**src/rtl/draw_cmd_parser.sv**
```systemverilog
// draw_cmd_parser: pops display-list words from the command FIFO, decodes
// SETFRAME/SETDRAWAREA/SETFCOLOR/PATBLT/EODL, keeps frame/area/colour state
// and issues one rectangle request per PATBLT to the fill engine.
// Optional feature macro: DRAW_CMD_CLIP_EN (clip PATBLT against draw area and frame).
module draw_cmd_parser #(
    parameter int CW          = 16,
    parameter int CMD_TIMEOUT = 1024
) (
    input  logic          ACLK,
    input  logic          ARST,
    input  logic          START,
    input  logic [31:0]   CMD_DATA,
    input  logic          CMD_VALID,
    output logic          CMD_READY,
    output logic          BLT_VALID,
    input  logic          BLT_READY,
    output logic [31:0]   BLT_VRAMADR,
    output logic [CW-1:0] BLT_STRIDE,
    output logic [CW-1:0] BLT_X,
    output logic [CW-1:0] BLT_Y,
    output logic [CW-1:0] BLT_W,
    output logic [CW-1:0] BLT_H,
    output logic [23:0]   BLT_COLOR,
    output logic          BUSY,
    output logic          DONE,
    output logic          ERR
);

    localparam logic [7:0] OP_SETFRAME    = 8'h20;
    localparam logic [7:0] OP_SETDRAWAREA = 8'h21;
    localparam logic [7:0] OP_SETFCOLOR   = 8'h23;
    localparam logic [7:0] OP_PATBLT      = 8'h81;
    localparam logic [7:0] OP_EODL        = 8'h0F;
    localparam int         TW = (CMD_TIMEOUT > 1) ? $clog2(CMD_TIMEOUT) : 1;

    typedef enum logic [2:0] {
        S_IDLE, S_FETCH, S_OPND, S_CLIP, S_ISSUE, S_DONE, S_ERR
    } state_t;

    state_t        state, next_state;
    logic [7:0]    opcode;
    logic          opnd_cnt;
    logic [TW-1:0] tmo_cnt;
    logic [31:0]   vramadr;
    logic [23:0]   fcolor;
    logic [CW-1:0] fw, px, py, dx, dy;
    logic [CW-1:0] clip_x, clip_y, clip_w, clip_h;
    logic          pop, last_opnd, tmo_hit, drop;

    assign pop       = CMD_VALID && CMD_READY;
    assign last_opnd = (opcode == OP_SETFCOLOR) || opnd_cnt;
    assign tmo_hit   = !CMD_VALID && (tmo_cnt == TW'(CMD_TIMEOUT - 1));

`ifdef DRAW_CMD_CLIP_EN
    logic [CW-1:0] fh, ax, ay, aw, ah;
    logic [CW:0]   px_end, py_end, ax_end, ay_end, x1, y1;

    // Intersect the requested rectangle with draw area and frame; sums are CW+1 bits wide.
    always_comb begin
        // NOTE: every output gets a value before any branch, so no latch is inferred;
        // blocking '=' lets x1/y1 be refined step by step within this block.
        clip_x = (px > ax) ? px : ax;
        clip_y = (py > ay) ? py : ay;
        px_end = {1'b0, px} + {1'b0, dx};
        py_end = {1'b0, py} + {1'b0, dy};
        ax_end = {1'b0, ax} + {1'b0, aw};
        ay_end = {1'b0, ay} + {1'b0, ah};
        x1     = (px_end < ax_end) ? px_end : ax_end;
        y1     = (py_end < ay_end) ? py_end : ay_end;
        if ({1'b0, fw} < x1) x1 = {1'b0, fw};
        if ({1'b0, fh} < y1) y1 = {1'b0, fh};
        drop   = (x1 <= {1'b0, clip_x}) || (y1 <= {1'b0, clip_y});
        clip_w = CW'(x1 - {1'b0, clip_x});
        clip_h = CW'(y1 - {1'b0, clip_y});
    end
`else
    // Pass the request through untouched; only an empty size is dropped.
    always_comb begin
        clip_x = px;
        clip_y = py;
        clip_w = dx;
        clip_h = dy;
        drop   = (dx == '0) || (dy == '0);
    end
`endif

    // Next-state decode of the command sequencer.
    always_comb begin
        next_state = state;
        case (state)
            S_IDLE:  if (START) next_state = S_FETCH;
            S_FETCH: if (pop) begin
                case (CMD_DATA[31:24])
                    OP_SETFRAME, OP_SETDRAWAREA,
                    OP_SETFCOLOR, OP_PATBLT: next_state = S_OPND;
                    OP_EODL:                 next_state = S_DONE;
                    default:                 next_state = S_ERR;
                endcase
            end
            S_OPND:  if (pop) begin
                if (last_opnd) next_state = (opcode == OP_PATBLT) ? S_CLIP : S_FETCH;
            end else if (tmo_hit) begin
                next_state = S_ERR;
            end
            S_CLIP:  next_state = drop ? S_FETCH : S_ISSUE;
            S_ISSUE: if (BLT_READY) next_state = S_FETCH;
            default: next_state = S_IDLE;
        endcase
    end

    // State register and registered control outputs, all derived from next_state.
    always_ff @(posedge ACLK) begin
        // NOTE: sequential state uses non-blocking '<=' so every flop samples pre-edge values.
        if (ARST) begin
            state     <= S_IDLE;
            CMD_READY <= 1'b0;
            BLT_VALID <= 1'b0;
            BUSY      <= 1'b0;
            DONE      <= 1'b0;
            ERR       <= 1'b0;
        end else begin
            state     <= next_state;
            CMD_READY <= (next_state == S_FETCH) || (next_state == S_OPND);
            BLT_VALID <= (next_state == S_ISSUE);
            BUSY      <= (next_state != S_IDLE);
            DONE      <= (next_state == S_DONE);
            if (state == S_IDLE && START) ERR <= 1'b0;
            else if (next_state == S_ERR) ERR <= 1'b1;
        end
    end

    // Opcode/operand capture, persistent drawing state and operand timeout.
    always_ff @(posedge ACLK) begin
        if (ARST) begin
            opcode   <= '0;
            opnd_cnt <= 1'b0;
            tmo_cnt  <= '0;
            vramadr  <= '0;
            fcolor   <= '0;
            fw       <= '0;
            px       <= '0;
            py       <= '0;
            dx       <= '0;
            dy       <= '0;
`ifdef DRAW_CMD_CLIP_EN
            fh       <= '0;
            ax       <= '0;
            ay       <= '0;
            aw       <= '0;
            ah       <= '0;
`endif
        end else begin
            if (state == S_OPND && !CMD_VALID) tmo_cnt <= tmo_cnt + TW'(1);
            else tmo_cnt <= '0;
            if (pop && state == S_FETCH) begin
                opcode   <= CMD_DATA[31:24];
                opnd_cnt <= 1'b0;
            end
            if (pop && state == S_OPND) begin
                opnd_cnt <= 1'b1;
                case (opcode)
                    OP_SETFRAME: begin
                        if (!opnd_cnt) vramadr <= CMD_DATA;
                        else begin
                            fw <= CMD_DATA[16 +: CW];
`ifdef DRAW_CMD_CLIP_EN
                            fh <= CMD_DATA[0 +: CW];
`endif
                        end
                    end
                    OP_SETDRAWAREA: begin
`ifdef DRAW_CMD_CLIP_EN
                        if (!opnd_cnt) begin
                            ax <= CMD_DATA[16 +: CW];
                            ay <= CMD_DATA[0 +: CW];
                        end else begin
                            aw <= CMD_DATA[16 +: CW];
                            ah <= CMD_DATA[0 +: CW];
                        end
`endif
                    end
                    OP_SETFCOLOR: fcolor <= CMD_DATA[23:0];
                    OP_PATBLT: begin
                        if (!opnd_cnt) begin
                            px <= CMD_DATA[16 +: CW];
                            py <= CMD_DATA[0 +: CW];
                        end else begin
                            dx <= CMD_DATA[16 +: CW];
                            dy <= CMD_DATA[0 +: CW];
                        end
                    end
                    default: ;
                endcase
            end
        end
    end

    // Request registers: loaded in CLIP, held through ISSUE until the handshake.
    always_ff @(posedge ACLK) begin
        if (ARST) begin
            BLT_VRAMADR <= '0;
            BLT_STRIDE  <= '0;
            BLT_X       <= '0;
            BLT_Y       <= '0;
            BLT_W       <= '0;
            BLT_H       <= '0;
            BLT_COLOR   <= '0;
        end else if (state == S_CLIP) begin
            BLT_VRAMADR <= vramadr;
            BLT_STRIDE  <= fw;
            BLT_X       <= clip_x;
            BLT_Y       <= clip_y;
            BLT_W       <= clip_w;
            BLT_H       <= clip_h;
            BLT_COLOR   <= fcolor;
        end
    end

endmodule
```
**config.mk**
```make
export PLATFORM = sky130hd
export DESIGN_NAME = draw_cmd_parser
export DESIGN_NICKNAME = d
export VERILOG_FILES = /design/src/rtl/draw_cmd_parser.sv
export SDC_FILE = /design/constraint.sdc
export NUM_CORES = 1
export LEC_CHECK = 0
export CAP_MARGIN = 20
export CORE_ASPECT_RATIO = 0.9
export CORE_MARGIN = 8
export CORE_UTILIZATION = 30
export DETAILED_ROUTE_END_ITERATION = 8
export PLACE_DENSITY = 0.48
export SYNTH_ARGS = -nofsm -noshare
export SYNTH_HDL_FRONTEND = slang
export SYNTH_SLANG_ARGS = --single-unit
export TNS_END_PERCENT = 1
```
**constraint.sdc**
```tcl
create_clock -name ACLK -period 2.8 [get_ports ACLK]
set_input_delay 0.28 -clock ACLK [delete_from_list [all_inputs] [get_ports ACLK]]
set_output_delay 0.28 -clock ACLK [all_outputs]
set_load 0.05 [all_outputs]
```
==> metrics.txt <==
clk root buf clkbuf_16; critical path cell sequence or3b_1 -> nor2_2 -> nand2_1 -> or4_1 -> buf_4 -> nand2_1 -> a21oi_1; Mapped Cells around 1300; fin area approximately 14000 µm²; drt drc 0; most frequent CP cell nand2_1; vias per std cell between 4 and 5; Hold Crit Class in2reg; pwr dens 641 nW/µm²; Layout fillers between 3000 and 4000; MaxCap Viol Count 0; Detailed Route Iter0 Violations a little under 600; Max stage delay on crit path between 400 and 500 ps; Longest Clk Path Bufs 3; Clock Sinks between 200 and 300; Final ANT Viol Nets 0; fraction of layout cells with a size suffix above 1 5.89%; first-pass GRT wire length 53200 µm; internal power 7.02 mW; switch share 21.6%; asr flop ratio synth 0%; DR pass1 iterations 4; Yosys reg bits between 200 and 300; worst slew pin tran ~840 ps; Slew Viols, Final 0; crit path capture type flip-flop; Worst Path Required ~3200 ps; Die Footprint 41600 µm²; Post-Syn Nets between 1000 and 1500; Die X approximately 210 µm; CTS tree done; syn avg cell area about 8 µm²; Final Critical Period 2410 ps; htree depth 2; initial antenna violation count 0; hpwl dp approximately 22000 µm; Crit Path Class reg2reg; EDFF count, synth 0; outcome complete, no violations; synth unique cells 47; YS warnings 0; Critical Path Source Type flip-flop; Core Util, Final 40.0%; CTS hold repair buffers 0; Worst path slowest cell or4_1; CP Depth 7; RSZ-0062 raised after global routing false; Boundary Pins 178; Cell Area, Synth about 11000 µm²; Pleak 4.44 nW; Final Cycle Share between 80% and 90%; WL final between 30000 and 40000 µm; # port buffers 177; total CTS buffers 35; Buf/Inv on CP 1; Starting Density 30.3%; Nets 1511; core area roughly 35000 µm²; GR Overflow Total 0; vias about 9100; worst vdd ir around 0.34 mV; Worst Path Max Fanout 22; cell family with most CP delay simple AND/OR/NAND/NOR gates; CP arrival between 2000 and 3000 ps; cells on worst reg2reg path 7; hold path depth 2; Comb pwr share 3.1%; post-CTS setup buffers 0; Tot GR Track Use 15.8%; Clk network pwr share around half; Flop pwr share 47.7%; GPL Wtd Cong around 0.75; Synth Flop Type dfxtp_1; clock-pin slew on the worst setup and hold paths 60 ps; register area share after synthesis 56.5%; Die Ht approximately 190 µm; vias in the first global route 8886; Area Overhead vs Synth 31.9%; Setup Skew 14.4 ps; switching power 1.93 mW; Final setup viols 0; largest net degree at the start of global routing slightly below 90; worst-skew pair later-pin latency 500 ps; TNS Setup 0 ps; post-CTS sizing 0; routed len/inst around 17 µm; placed instance area about 13000 µm²; Fin. Hold Viols 0; row cnt 65; f_max roughly 420 MHz; ANT cells 0; Worst slew margin a little over two fifths
cell usage in the layout, fill, tap and decap left out, types with 2 or more instances in the layout:
cell type,instances
nand2_1,537
dfxtp_1,299
a21oi_1,265
clkdlybuf4s50_1,176
nor2_1,37
clkbuf_16,37
buf_4,21
mux2i_1,16
nor4_1,10
clkbuf_1,9
inv_1,8
nand4_1,8
clkinv_2,6
nand3_1,5
xor2_1,5
xnor2_1,4
buf_12,4
or4_1,3
clkbuf_8,3
nor2_2,2
nor2b_1,2
o21ai_0,2
a31oi_1,2
bufinv_16,2
cells in the mapped netlist, types with 2 or more instances:
master    number  area [µm²]
nor3_1         2        10.0
a31oi_1        2        12.5
buf_2          3        15.0
inv_1          8        30.0
nor4_1        10        62.6
nand2_1      537        2020
xnor2_1        4        35.0
nor2_1        38         143
nor2b_1        2        12.5
xor2_1         5        43.8
o21ai_0        2        10.0
dfxtp_1      299        5990
buf_1          3        11.3
clkbuf_1      86         323
or4_1          3        22.5
a21oi_1      265        1330
nand4_1        8        50.1
mux2i_1       16         160
nand3_1        6        30.0
final timing paths:
kind | startpoint | to | slack (ps)
min reg2reg | vramadr[19]$_SDFFE_PP0P_ | BLT_VRAMADR[19]$_SDFFE_PP0P_ | 440
min | ARST | state[0]$_SDFF_PP0_ | 220
max | state[1]$_SDFF_PP0_ | vramadr[18]$_SDFFE_PP0P_ | 390
max reg2reg | state[1]$_SDFF_PP0_ | vramadr[18]$_SDFFE_PP0P_ | 390
power groups by stage:
stage          logic [mW]  clock network, mW  registers, mW
5_1_grt             0.298               4.72           4.27
2_1_floorplan       0.103                  0           4.38
3_5_place_dp        0.284                  0           4.37
6_report            0.279               4.40           4.27
4_1_cts             0.285               4.54           4.27
3_3_place_gp        0.284                  0           4.37
sequential cells by signal, summed over array words and instances, names as in the netlist, 10 cells and up:
register / cells
BLT_VRAMADR: 32
vramadr: 32
BLT_COLOR: 24
fcolor: 24
BLT_H: 16
BLT_STRIDE: 16
BLT_W: 16
BLT_X: 16
BLT_Y: 16
clip_h: 16
clip_w: 16
clip_x: 16
clip_y: 16
fw: 16
tmo_cnt: 10
metrics by stage:
step / power (mW) / cells / hold WS, ps / worst slack [ps]
5_1_grt: 9.29 / 1963 / 233 / 226
2_1_floorplan: 4.48 / 1327 / 416 / 511
3_5_place_dp: 4.65 / 1905 / 443 / 335
3_3_place_gp: 4.65 / 1905 / 438 / 403
6_report: 8.95 / 1963 / 225 / 395
4_1_cts: 9.09 / 1963 / 204 / 378
final cells by class:
| type | count | area (µm²) | share of cell area (%) |
|---|---|---|---|
| Sequential cell | 299 | 5990 | 42.9 |
| Multi-Input combinational cell | 927 | 4250 | 30.4 |
| Timing Repair Buffer | 202 | 2010 | 14.4 |
| Clock buffer | 49 | 1000 | 7.17 |
| Tap cell | 469 | 587 | 4.20 |
| Clock inverter | 9 | 97.6 | 0.699 |
| Inverter | 8 | 30.0 | 0.215 |
worst register-to-register path: cells and delay by family, from the launching register on:
kind            cells  cell delay [ps]
compound gates      1               60
flops               1              420
buf+inv             1              250
simple gates        5             1540
cell families after synthesis:
| group | count (synthesis) | synth area share [%] |
|---|---|---|
| xor gates and xnor gates | 9 | 0.745 |
| AOI/OAI and AO/OA | 278 | 13.9 |
| DFF | 299 | 56.5 |
| and+or+nand+nor | 622 | 23.4 |
| adders and majority gates | 1 | 0.118 |
| muxes | 17 | 1.62 |
| buffers and inverters | 101 | 3.69 |
layer usage:
metal  GRT usage, %  wire, µm  vias up
li1               -         -     4615
met1           22.4     16800     4260
met2           23.5     14200      190
met3           3.99      1960       42
met4           3.83       616        0
met5              0         0        -
No activity file was read; power rests on OpenSTA's default activity.
